File: config.mk
export PLATFORM = sky130hd
export DESIGN_NAME = p88_dump_tx
export DESIGN_NICKNAME = d
export VERILOG_FILES = /design/src/rtl/p88_pkg.sv /design/src/rtl/p88_dump_tx.sv
export SDC_FILE = /design/constraint.sdc
export NUM_CORES = 1
export LEC_CHECK = 0
export ABC_AREA = 1
export BUFFER_PORTS_ARGS = -buffer_cell sky130_fd_sc_hd__buf_2
export CORE_MARGIN = 5
export CORE_UTILIZATION = 35
export DETAILED_ROUTE_END_ITERATION = 8
export PLACE_DENSITY = 0.52
export SETUP_SLACK_MARGIN = 0.02
export SKIP_CTS_REPAIR_TIMING = 1
export SYNTH_ARGS = -nofsm -noshare
export SYNTH_HDL_FRONTEND = slang
export SYNTH_SLANG_ARGS = --single-unit
File: constraint.sdc
create_clock -name clk_sys -period 4.3 [get_ports clk_sys]
set_clock_uncertainty 0.2 [all_clocks]
set_input_delay 0.43 -clock clk_sys [delete_from_list [all_inputs] [get_ports clk_sys]]
set_output_delay 0.43 -clock clk_sys [all_outputs]
set_load 0.01 [all_outputs]
File: src/rtl/p88_pkg.sv
// Purpose: shared P88 stream constants, dump FSM state type and seg:off helper.
// Latency: n/a (types, constants and a pure function only).
// Backpressure: n/a.
package p88_pkg;

  localparam logic [7:0] P88_SECTION = 8'hC8;
  localparam logic [7:0] P88_ENTRY   = 8'hCA;
  localparam int         P88_HDR_LEN = 9;
  localparam int         P88_ENT_LEN = 5;

  typedef enum logic [2:0] {
    ST_IDLE,
    ST_HDR,
    ST_RD_ISSUE,
    ST_RD_WAIT,
    ST_DATA,
    ST_ENT,
    ST_FIN
  } p88_state_t;

  // Real-mode style segment:offset to 20-bit linear address.
  function automatic logic [19:0] seg_off_to_lin(input logic [15:0] seg,
                                                 input logic [15:0] off);
    return ({4'b0, seg} << 4) + {4'b0, off};
  endfunction

endpackage

File: src/rtl/p88_dump_tx.sv
// Purpose: serialise a RAM region into a P88 C8 section record plus optional CA entry record.
// Latency: header/entry bytes 1/cycle; data bytes one per RD_LAT+2 cycles, single read in flight.
// Backpressure: tx_valid/tx_ready; with tx_ready low the byte is held stable indefinitely.
//
// Ports: clk_sys/reset (sync, active high); start + src_seg/src_off/length/emit_entry/
// entry_seg/entry_off request; busy/done/hold_reset status; mem_addr/mem_rd/mem_q RAM
// read port; tx_data/tx_valid/tx_ready output byte stream.
module p88_dump_tx
  import p88_pkg::*;
#(
  parameter int ADDR_W = 18,
  parameter int RD_LAT = 1
) (
  input  logic              clk_sys,
  input  logic              reset,
  input  logic              start,
  input  logic [15:0]       src_seg,
  input  logic [15:0]       src_off,
  input  logic [15:0]       length,
  input  logic              emit_entry,
  input  logic [15:0]       entry_seg,
  input  logic [15:0]       entry_off,
  output logic              busy,
  output logic              done,
  output logic              hold_reset,
  output logic [ADDR_W-1:0] mem_addr,
  output logic              mem_rd,
  input  logic [7:0]        mem_q,
  output logic [7:0]        tx_data,
  output logic              tx_valid,
  input  logic              tx_ready
);

  p88_state_t        state, state_nx;
  logic [15:0]       seg_q, off_q, len_q, eseg_q, eoff_q;
  logic [15:0]       remaining;
  logic              emit_q;
  logic [3:0]        hdr_idx;
  logic [2:0]        ent_idx;
  logic [1:0]        wait_cnt;
  logic [ADDR_W-1:0] cur_addr;
  logic [7:0]        data_q;
  logic [7:0]        hdr_byte, ent_byte;
  logic              xfer;
  p88_state_t        tail_state;

  assign xfer       = tx_valid && tx_ready;
  assign tail_state = emit_q ? ST_ENT : ST_FIN;

  // Record byte selectors, driven from the latched request.
  always_comb begin
    hdr_byte = 8'h00;
    case (hdr_idx)
      4'd0:    hdr_byte = P88_SECTION;
      4'd1:    hdr_byte = seg_q[7:0];
      4'd2:    hdr_byte = seg_q[15:8];
      4'd3:    hdr_byte = off_q[7:0];
      4'd4:    hdr_byte = off_q[15:8];
      4'd7:    hdr_byte = len_q[7:0];
      4'd8:    hdr_byte = len_q[15:8];
      default: hdr_byte = 8'h00;  // indices 5,6 are the two skip bytes
    endcase
  end

  always_comb begin
    ent_byte = 8'h00;
    case (ent_idx)
      3'd0:    ent_byte = P88_ENTRY;
      3'd1:    ent_byte = eseg_q[7:0];
      3'd2:    ent_byte = eseg_q[15:8];
      3'd3:    ent_byte = eoff_q[7:0];
      3'd4:    ent_byte = eoff_q[15:8];
      default: ent_byte = 8'h00;
    endcase
  end

  always_ff @(posedge clk_sys) begin
    if (reset) state <= ST_IDLE;
    else       state <= state_nx;
  end

  always_comb begin
    state_nx = state;
    case (state)
      ST_IDLE:     if (start) state_nx = ST_HDR;
      ST_HDR:      if (xfer && hdr_idx == 4'(P88_HDR_LEN - 1))
                     state_nx = (remaining != 16'd0) ? ST_RD_ISSUE : tail_state;
      ST_RD_ISSUE: state_nx = ST_RD_WAIT;
      ST_RD_WAIT:  if (wait_cnt == 2'(RD_LAT - 1)) state_nx = ST_DATA;
      // remaining still holds the pre-decrement count here
      ST_DATA:     if (xfer) state_nx = (remaining != 16'd1) ? ST_RD_ISSUE : tail_state;
      ST_ENT:      if (xfer && ent_idx == 3'(P88_ENT_LEN - 1)) state_nx = ST_FIN;
      ST_FIN:      state_nx = ST_IDLE;
      default:     state_nx = ST_IDLE;
    endcase
  end

  always_ff @(posedge clk_sys) begin
    if (reset) begin
      seg_q     <= '0;
      off_q     <= '0;
      len_q     <= '0;
      eseg_q    <= '0;
      eoff_q    <= '0;
      emit_q    <= 1'b0;
      remaining <= '0;
      hdr_idx   <= '0;
      ent_idx   <= '0;
      wait_cnt  <= '0;
      cur_addr  <= '0;
      data_q    <= '0;
    end else begin
      case (state)
        ST_IDLE: if (start) begin
          seg_q     <= src_seg;
          off_q     <= src_off;
          len_q     <= length;
          eseg_q    <= entry_seg;
          eoff_q    <= entry_off;
          emit_q    <= emit_entry;
          remaining <= length;
          hdr_idx   <= '0;
          ent_idx   <= '0;
          cur_addr  <= ADDR_W'(seg_off_to_lin(src_seg, src_off));
        end
        ST_HDR:      if (xfer) hdr_idx <= hdr_idx + 4'd1;
        ST_RD_ISSUE: wait_cnt <= '0;
        ST_RD_WAIT: begin
          // mem_q is only trusted on the last wait cycle
          if (wait_cnt == 2'(RD_LAT - 1)) data_q   <= mem_q;
          else                            wait_cnt <= wait_cnt + 2'd1;
        end
        ST_DATA: if (xfer) begin
          cur_addr  <= cur_addr + 1'b1;
          remaining <= remaining - 16'd1;
        end
        ST_ENT:  if (xfer) ent_idx <= ent_idx + 3'd1;
        default: ;
      endcase
    end
  end

  assign busy       = (state != ST_IDLE) && (state != ST_FIN);
  assign hold_reset = busy;
  assign done       = (state == ST_FIN);
  assign mem_rd     = (state == ST_RD_ISSUE);
  assign mem_addr   = cur_addr;
  assign tx_valid   = (state == ST_HDR) || (state == ST_DATA) || (state == ST_ENT);

  always_comb begin
    tx_data = 8'h00;
    case (state)
      ST_HDR:  tx_data = hdr_byte;
      ST_ENT:  tx_data = ent_byte;
      ST_DATA: tx_data = data_q;
      default: tx_data = 8'h00;
    endcase
  end

endmodule
* Yosys cells after proc, flatten, opt, wreduce, memory -nomap -nowiden
Index checks and enable logic that the tools add are counted. Widths: inputs -> output; s select.
Storage, ports and cells: output and inout bits 31, bits in registers 135, logic and storage cells 94
Operators by class: add/subtract/negate cells 6, equal/unequal tests 26, multiplexer cells 26, reduce and logical (&&, ||, !) cells 23
Operator list (number):
- $pmux 8 s7 | 1
- $pmux 8 s5 | 1
- $mux 18 | 2
- $pmux 18 s2 | 1
- $mux 16 | 2
- $pmux 16 s2 | 1
- $mux 3 | 9
- $pmux 8 s3 | 1
- $add 18x1->18 const B | 1
- $add 18x16->18 | 1
- $pmux 3 s6 | 1
- $ne 16x1->1 const B | 1
- $ne 2x2->1 const B | 8
- $reduce_bool 16->1 | 1
- $sub 16x1->16 const B | 1
- $eq 3x2->1 const B | 4
- $eq 3x3->1 const B | 4
- $reduce_and 3->1 | 3
- $eq 4x2->1 const B | 2
- $eq 4x3->1 const B | 2
- $mux 4 | 2
- $pmux 4 s2 | 1
- $reduce_bool 2->1 | 4
- $eq 3x1->1 const B | 2
- 17 further kinds | 25

* Longest topological paths before layout
Gate-level depths: netlist (run 1).
depth in word-level cells 7, gate-level depth with buffers 11, depth with buffers taken out 11

* Worst setup path after synthesis (run 1)
No wires, ideal clock.
kind register to output, start reg ent_idx[0], end out tx_data[1], stages on the path, launching flop included 9, data required time 3670 ps, slack 2302 ps, arrival 1368 ps, cells stage by stage dfxtp_1 ha_1 ha_1 inv_1 o22ai_1 nor3_1 nor2_1 a21oi_1 o21ai_0
Between the ends: word-level cells in the longest chain between the ends 3
Ends and longest elaborated chain:
- from (decl) | line p88_dump_tx.sv:39 | logic [2:0] ent_idx;
- from (signal assigned) | line p88_dump_tx.sv:137 | ST_ENT: if (xfer) ent_idx <= ent_idx + 3'd1;
- $eq 3x3->1, or another cell as far along | line p88_dump_tx.sv:67 | case (ent_idx)
- $pmux 8 s5 (*) | line p88_dump_tx.sv:67
- $pmux 8 s3 (*) | line p88_dump_tx.sv:152 | case (state)
- to (decl) | line p88_dump_tx.sv:29 | output logic [7:0] tx_data,
Mark *: on every way between the ends. The rest lies on a longest branch, timed or not.

* Final worst setup path (run 1)
start reg state[2], end out tx_data[7]
Between the ends: word-level cells in the longest chain between the ends 2
Ends and longest elaborated chain:
- from (decl) | line p88_dump_tx.sv:34 | p88_state_t state, state_nx;
- from (signal assigned) | line p88_dump_tx.sv:79 | else state <= state_nx;
- $eq 3x3->1 or $eq 3x1->1 (tied branches) | line p88_dump_tx.sv:152
- $pmux 8 s3 (*) | line p88_dump_tx.sv:152
Marks and branches as above.

==> results.txt, run 1 <==
status: finished clean
number of I/O pins: 124
Worst path slowest cell: dfxtp_1
Synth Instances: 1,099
Clock power frac: 27.8%
Cell variety after synth: 40
Final nets: 1,320
Skew-Pair Late Insertion Delay: 0.43 ns
initial antenna violation count: 0
area of the multi-input gates: 3930 sq um
Final Hold Vio Count: 0
core area: 21,000 sq um
Tmin final: 3.26 ns
fin util: 42.1%
Final Hold Slack: 0.0650 ns
Avg WL per Cell: 15.8 um
initial core utilization: 35.4%
width of the die: 156 um
# diodes: 0
Port-buffer cells: 123
number of global-route vias before repair: 6,848
Worst Tran Pin Value: 0.785 ns
Tightest Hold Check Type: primary input to flop
CP cell instances: inv_1, nor2_1, inv_2, nor2_1, a21oi_1, o21ai_0, buf_2
post-synthesis mux area share: 0%
Rows: 53
Seq/Total Area, Yosys: 36.4%
Max VDD drop: 0.000301 V
CTS Buf Count: 17
setup_tns: 0 ns
area leader, netlist: dfxtp_1
Final Slew Violations: 0
Synth Area in Simple Gates: 22.1%
Die Area: 24,200 sq um
Pre-antenna DRT Iters: 5
Max-slew headroom: 47.6%
Setup Viol. Count Final: 0
WL final: 23.6 mm
worst-path maximum fanout: 18
post-synthesis adder-cell area fraction: 4.66%
Worst path most repeated cell: nor2_1
internal power: 3.15 mW
area grow syn2layout: 18.9%
Max-cap violations: 0
Setup Crit Path Kind: flop to output port
post-synthesis xor/xnor area fraction: 2.24%
top-area cell type share of the netlist area: 36.4%
Crit path required time: 3.67 ns
Critical Path End Type: output port
Detail Placement HPWL: 17.8 mm
Fmax: 0.307 GHz
Commonest cells post-synth: nand2_1, a21oi_1, inv_1, dfxtp_1, o21ai_0
CP Data Arrival Time: 2.63 ns
Reg area: 2700 sq um
Vias: 7,407
post-synthesis compound-gate area fraction: 23.9%
first-pass GRT wire length: 36.7 mm
Final Cycle Share: 75.7%
vias per std cell: 4.98
drt drc: 0
sw frac: 40.7%
Power Total: 5.31 mW
net count after synthesis: 1,219
mean post-synth cell area: 6.75 sq um
flops & latches, synth: 135
Comb pwr share: 37.2%
Iter 0 DRT Violations: 463
Netlist Area Pre-Place: 7420 sq um
type of origin of the critical path: flop
RSZ-0062 raised after global routing: false
Congestion Overflow GR: 0
clock transition at the registers of the reported paths: 0.06 ns
Warnings, synthesis: 0
CTS Sinks: 135
gr usage total: 19.2%
CTS max path bufs: 2
largest family of logic cells by synthesized area: compound AO/OA/AOI/OAI gates
LEAKAGE: 3.84 nW
cell area power density: 602 nW/um^2
Synth async-reset ratio: 0%
GP Congestion: 0.863
slowest stage delay, CP: 0.83 ns
Flop pwr share: 35.0%
CTS Root Cell: clkbuf_16
largest net degree at the start of global routing: 67
number of synthesized flops with an enable pin: 0
Clock H-tree levels: 4
chip height: 156 um
FILL cells: 2,328
ANT nets after route: 0
NetSw: 2.16 mW
ys flop type: dfxtp_1
largest cells by area after synthesis: dfxtp_1, a21oi_1, nand2_1
layout cells sized above 1: 14.8%
TritonCTS clock tree: built
count leader, synth: nand2_1
## worst paths after layout
check                           slack, ns                   from                          to  cells past startpoint
worst max-delay path                 1.04  state[2]$_SDFFE_PP0P_                  tx_data[7]                      7
worst min-delay path                 0.07           entry_off[3]      eoff_q[3]$_SDFFE_PP0P_                      3
worst max register to register       1.62  state[2]$_SDFFE_PP0P_  remaining[14]$_SDFFE_PP0P_                      8
worst min register to register       0.25  len_q[0]$_SDFFE_PP0P_       len_q[0]$_SDFFE_PP0P_                      2
## stage by stage
stage	setup WS (ns)	instance area (sq um)	std cells
after detailed placement	1.50	8230	1456
after CTS	1.03	8810	1488
after floorplan	2.30	7420	1099
after global placement	1.55	8230	1456
final	1.04	8810	1488
after global routing	0.833	8810	1488
## final cells by class
| class | instances | area share (%) |
|---|---|---|
| sequential | 135 | 30.7 |
| timing repair buffer | 131 | 7.81 |
| multi-input combinational | 765 | 44.5 |
| tap | 275 | 3.90 |
| inverter | 150 | 6.42 |
| clock inverter | 13 | 1.65 |
| clock buffer | 19 | 5.02 |
## layer usage
metal	global-route usage, %	routed length, um	vias to the layer above
li1	-	-	3846
met1	27.1	11700	3367
met2	30.1	10600	176
met3	3.61	1010	18
met4	5.21	264	0
met5	0	0	-
## cell usage in the layout (no fill, tap or decap), types with 4 or more instances in the layout
cell / instances
inv_2: 4
xor2_1: 12
xnor2_1: 7
buf_2: 123
nor3_1: 12
nand3_1: 54
buf_4: 7
nand2_1: 184
ha_1: 26
a21oi_1: 145
o211ai_1: 9
nand4_1: 7
nor2_1: 112
o22ai_1: 36
clkbuf_16: 17
o21ai_0: 123
inv_1: 144
a211oi_1: 6
dfxtp_1: 135
inv_6: 4
nand2_2: 4
nand3b_1: 4
## worst max-delay path, delay by kind of cell, from the launching register on
family / cells / cell delay [ns]
AO/OA/AOI/OAI: 2 / 0.14
buffers and inverters: 3 / 0.65
flip-flops: 1 / 0.83
AND/OR/NAND/NOR: 2 / 0.57
## state kept, by name, summed over array words and instances (netlist names), 8 cells and up
name and flops:
mem_addr 18, seg_q 16, remaining 16, off_q 16
data_q 8, eseg_q 16, eoff_q 16, len_q 16
## cell families (layout without fill, tap and decap cells)
| kind of cell | count (synthesis) | after routing |
|---|---|---|
| adders and majority gates | 27 | 27 |
| and+or+nand+nor | 387 | 387 |
| buffers and inverters | 199 | 313 |
| AOI/OAI and AO/OA | 332 | 332 |
| xor gates and xnor gates | 19 | 19 |
| DFF | 135 | 135 |
## power by group through the flow
stage | sequential, mW | combinational (mW) | clock, mW
finish | 1.86 | 1.97 | 1.48
detailed placement | 1.88 | 1.98 | 0
floorplan | 1.85 | 1.41 | 0
global route | 1.90 | 2.24 | 1.56
CTS | 1.86 | 1.99 | 1.50
global placement | 1.88 | 1.98 | 0
Power figures use the tool's default switching activity.
==> run 2: changes to the inputs <==
Settings changed: ABC_AREA 1 to 0, PLACE_DENSITY 0.52 to 0.54.
Clock period 4.3 ns to 2.9 ns, I/O delays scaled along.
==> results.txt, run 2 <==
status: complete, but fails checks
failing checks: negative hold slack
ANT nets after route: 0 (unchanged)
Warnings, synthesis: 0 (unchanged)
area leader, netlist: dfxtp_1
net count after synthesis: 1,104 (-9.4%)
layout cells sized above 1: 18.3% (+3.5 points)
sw frac: 32.5% (-8.2 points)
top-area cell type share of the netlist area: 36.7% (+0.29 points)
Worst Tran Pin Value: 0.795 ns (+0.00982 ns)
RR Endpoint: remaining[14]$_SDFFE_PP0P_
Pre-antenna DRT Iters: 5 (unchanged)
CTS Buf Count: 17 (unchanged)
commonest non-fill, non-tap cell in the layout: nand2_1
Die Area: 24,000 sq um (-0.74%)
PnR worst setup slack: 0.109 ns (-0.934 ns)
worst-path maximum fanout: 12 (-6)
first-pass GRT wire length: 37.5 mm (+2.1%)
Congestion Overflow GR: 0 (unchanged)
TritonCTS clock tree: built
Clock power frac: 38.1% (+10 points)
initial core utilization: 35.2% (-0.17 points)
Max VDD drop: 0.000422 V (+40%)
Port-buffer cells: 123 (unchanged)
most frequent cells in the layout: nand2_1, a21oi_1, dfxtp_1
initial antenna violation count: 0 (unchanged)
WL final: 24.7 mm (+4.6%)
width of the die: 155 um (-0.37%)
mean post-synth cell area: 7.48 sq um (+11%)
Post-DP Area: 8190 sq um (-0.49%)
Setup Viol. Count Final: 0 (unchanged)
Final Hold Vio Count: 1 (+1)
Hold Path Origin: src_seg[0]
Worst Reg-to-Reg Cells: 7 (-1)
drt drc: 0 (unchanged)
Final Cycle Share: 96.2%
Power Total: 6.11 mW (+15%)
R2R Path Start: state[0]$_SDFFE_PP0P_
Final Slew Violations: 0 (unchanged)
LEAKAGE: 3.75 nW (-2.3%)
CP Data Arrival Time: 2.30 ns (-0.33 ns)
Avg WL per Cell: 17.1 um (+7.8%)
clock transition at the registers of the reported paths: 0.06 ns (about the same)
NetSw: 1.99 mW (-8.1%)
CTS max path bufs: 2 (unchanged)
gr usage total: 19.4% (+0.23 points)
type of origin of the critical path: flop
Netlist Area Pre-Place: 7360 sq um (-0.79%)
Vias: 7,661 (+3.4%)
flop2flop setup slack: 0.50 ns (-1.12 ns)
area grow syn2layout: 31.9%
RSZ-0062 raised after global routing: true
Setup Crit Path Kind: flop to output port
count leader, synth: nand2_1
Tmin final: 2.79 ns
Synth Instances: 984 (-10%)
Max-cap violations: 0 (unchanged)
Synth async-reset ratio: 0% (unchanged)
Final nets: 1,277 (-3.3%)
Cell variety after synth: 81 (+100%)
Seq/Total Area, Yosys: 36.7% (+0.29 points)
GP Congestion: 0.882 (+2.2%)
internal power: 4.13 mW (+31%)
Flop pwr share: 37.3% (+2.3 points)
Clock H-tree levels: 4 (unchanged)
cell area power density: 630 nW/um^2 (+4.6%)
Crit path required time: 2.41 ns (-1.26 ns)
Critical Path End Type: output port
Iter 0 DRT Violations: 441 (-4.8%)
# diodes: 0 (unchanged)
Max-slew headroom: 46.9% (-0.66 points)
Detail Placement HPWL: 17.5 mm (-1.3%)
largest net degree at the start of global routing: 80 (+19%)
Fmax: 0.358 GHz
max reg flops: 18 (unchanged)
Comb pwr share: 24.7% (-13 points)
Post-Place Setup Slack: 0.329 ns (-1.17 ns)
Tightest Hold Check Type: primary input to flop
number of global-route vias before repair: 6,717 (-1.9%)
number of I/O pins: 124 (unchanged)
Skew-Pair Late Insertion Delay: 0.42 ns (about the same)
fin util: 46.5% (+4.4 points)
hold endpoint: seg_q[0]$_SDFFE_PP0P_
Final Hold Slack: -0.00220 ns (-0.0672 ns)
CTS Sinks: 135 (unchanged)
ys flop type: dfxtp_1
number of synthesized flops with an enable pin: 0 (unchanged)
chip height: 155 um (-0.37%)
Hold Crit Depth: 3 (unchanged)
Rows: 53 (unchanged)
vias per std cell: 5.30 (+6.5%)
core area: 20,900 sq um (-0.32%)
largest cells by area after synthesis: dfxtp_1, nand2_1, a21oi_1
CTS Root Cell: clkbuf_16
Commonest cells post-synth: nand2_1, a21oi_1, dfxtp_1, nor2_1, o21ai_0
flops & latches, synth: 135 (unchanged)
post-route cell area: 9700 sq um (+10%)
run 2: cell count changes after synthesis, sizes merged, moves of 7 or more:
cell / before / now
nand2: 190 / 236
nor2: 114 / 53
inv: 149 / 18
a211oi: 6 / 14
nand3: 55 / 30
a31oi: 3 / 15
o22ai: 36 / 10
nor2b: 0 / 8
clkbuf: 26 / 50
a21o: 0 / 7
o21ai: 127 / 61
xor2: 12 / 5
a22oi: 0 / 21
run 2: worst max path at each step:
stage / start / end / slack (ns) / depth (start not counted)
final: hdr_idx[0]$_SDFFE_PP0P_ / tx_data[2] / 0.11 / 9
after CTS: hdr_idx[1]$_SDFFE_PP0P_ / tx_data[6] / -0.15 / 8
after global routing: hdr_idx[0]$_SDFFE_PP0P_ / tx_data[2] / -0.0008 / 9
after detailed placement: hdr_idx[1]$_SDFFE_PP0P_ / tx_data[6] / 0.33 / 8
after floorplan: ent_idx[2]$_SDFFE_PP0P_ / tx_data[6] / 0.48 / 8
after global placement: src_seg[0] / mem_addr[10]$_SDFFE_PP0P_ / 0.44 / 7
run 2: critical path, cell delays in order, from the launching register on:
cell,delay [ns]
dfxtp_1,0.36
inv_1,0.13
ha_2,0.37
buf_12,0.17
nand3_1,0.07
o21ai_0,0.12
a31oi_1,0.06
o22a_1,0.18
o21ai_0,0.23
buf_2,0.18
run 2: per-stage QoR:
| stage | instances | TNS [ns] |
|---|---|---|
| global placement | 1328 | 0 |
| CTS | 1360 | -0.280 |
| global route | 1445 | -0.000803 |
| finish | 1445 | 0 |
| floorplan | 984 | 0 |
| detailed placement | 1328 | 0 |
run 2: area by class of cell:
class	instances	area (sq um)
fillers	2133	11200
multi-input cells	755	4290
flip-flops and latches	135	2710
repair buffers	230	1670
clock buffers	18	429
well taps	275	344
clock inverters	14	198
inverters	18	67.6
run 2: power groups by stage:
stage                     clock [mW]  sequential, mW  combinational (mW)
after CTS                       2.36            2.27                1.41
after floorplan                    0            2.25               0.978
after global placement             0            2.32                1.40
after global routing            2.45            2.31                1.68
after detailed placement           0            2.31                1.40
final                           2.33            2.28                1.51
run 2: kinds of logic after synthesis:
kind of cell / synth area share [%]
DFF: 36.7
and+or+nand+nor: 24.1
adders and majority gates: 4.69
AOI/OAI and AO/OA: 27.0
xor gates and xnor gates: 1.07
buffers and inverters: 5.49
muxes: 0.901
run 2: per-layer routing:
| metal | vias to the layer above | wire, um | track usage, % |
|---|---|---|---|
| li1 | 3859 | - | - |
| met1 | 3591 | 11600 | 27.6 |
| met2 | 193 | 11500 | 30.0 |
| met3 | 18 | 1350 | 4.51 |
| met4 | 0 | 216 | 4.37 |
| met5 | - | 0 | 0 |
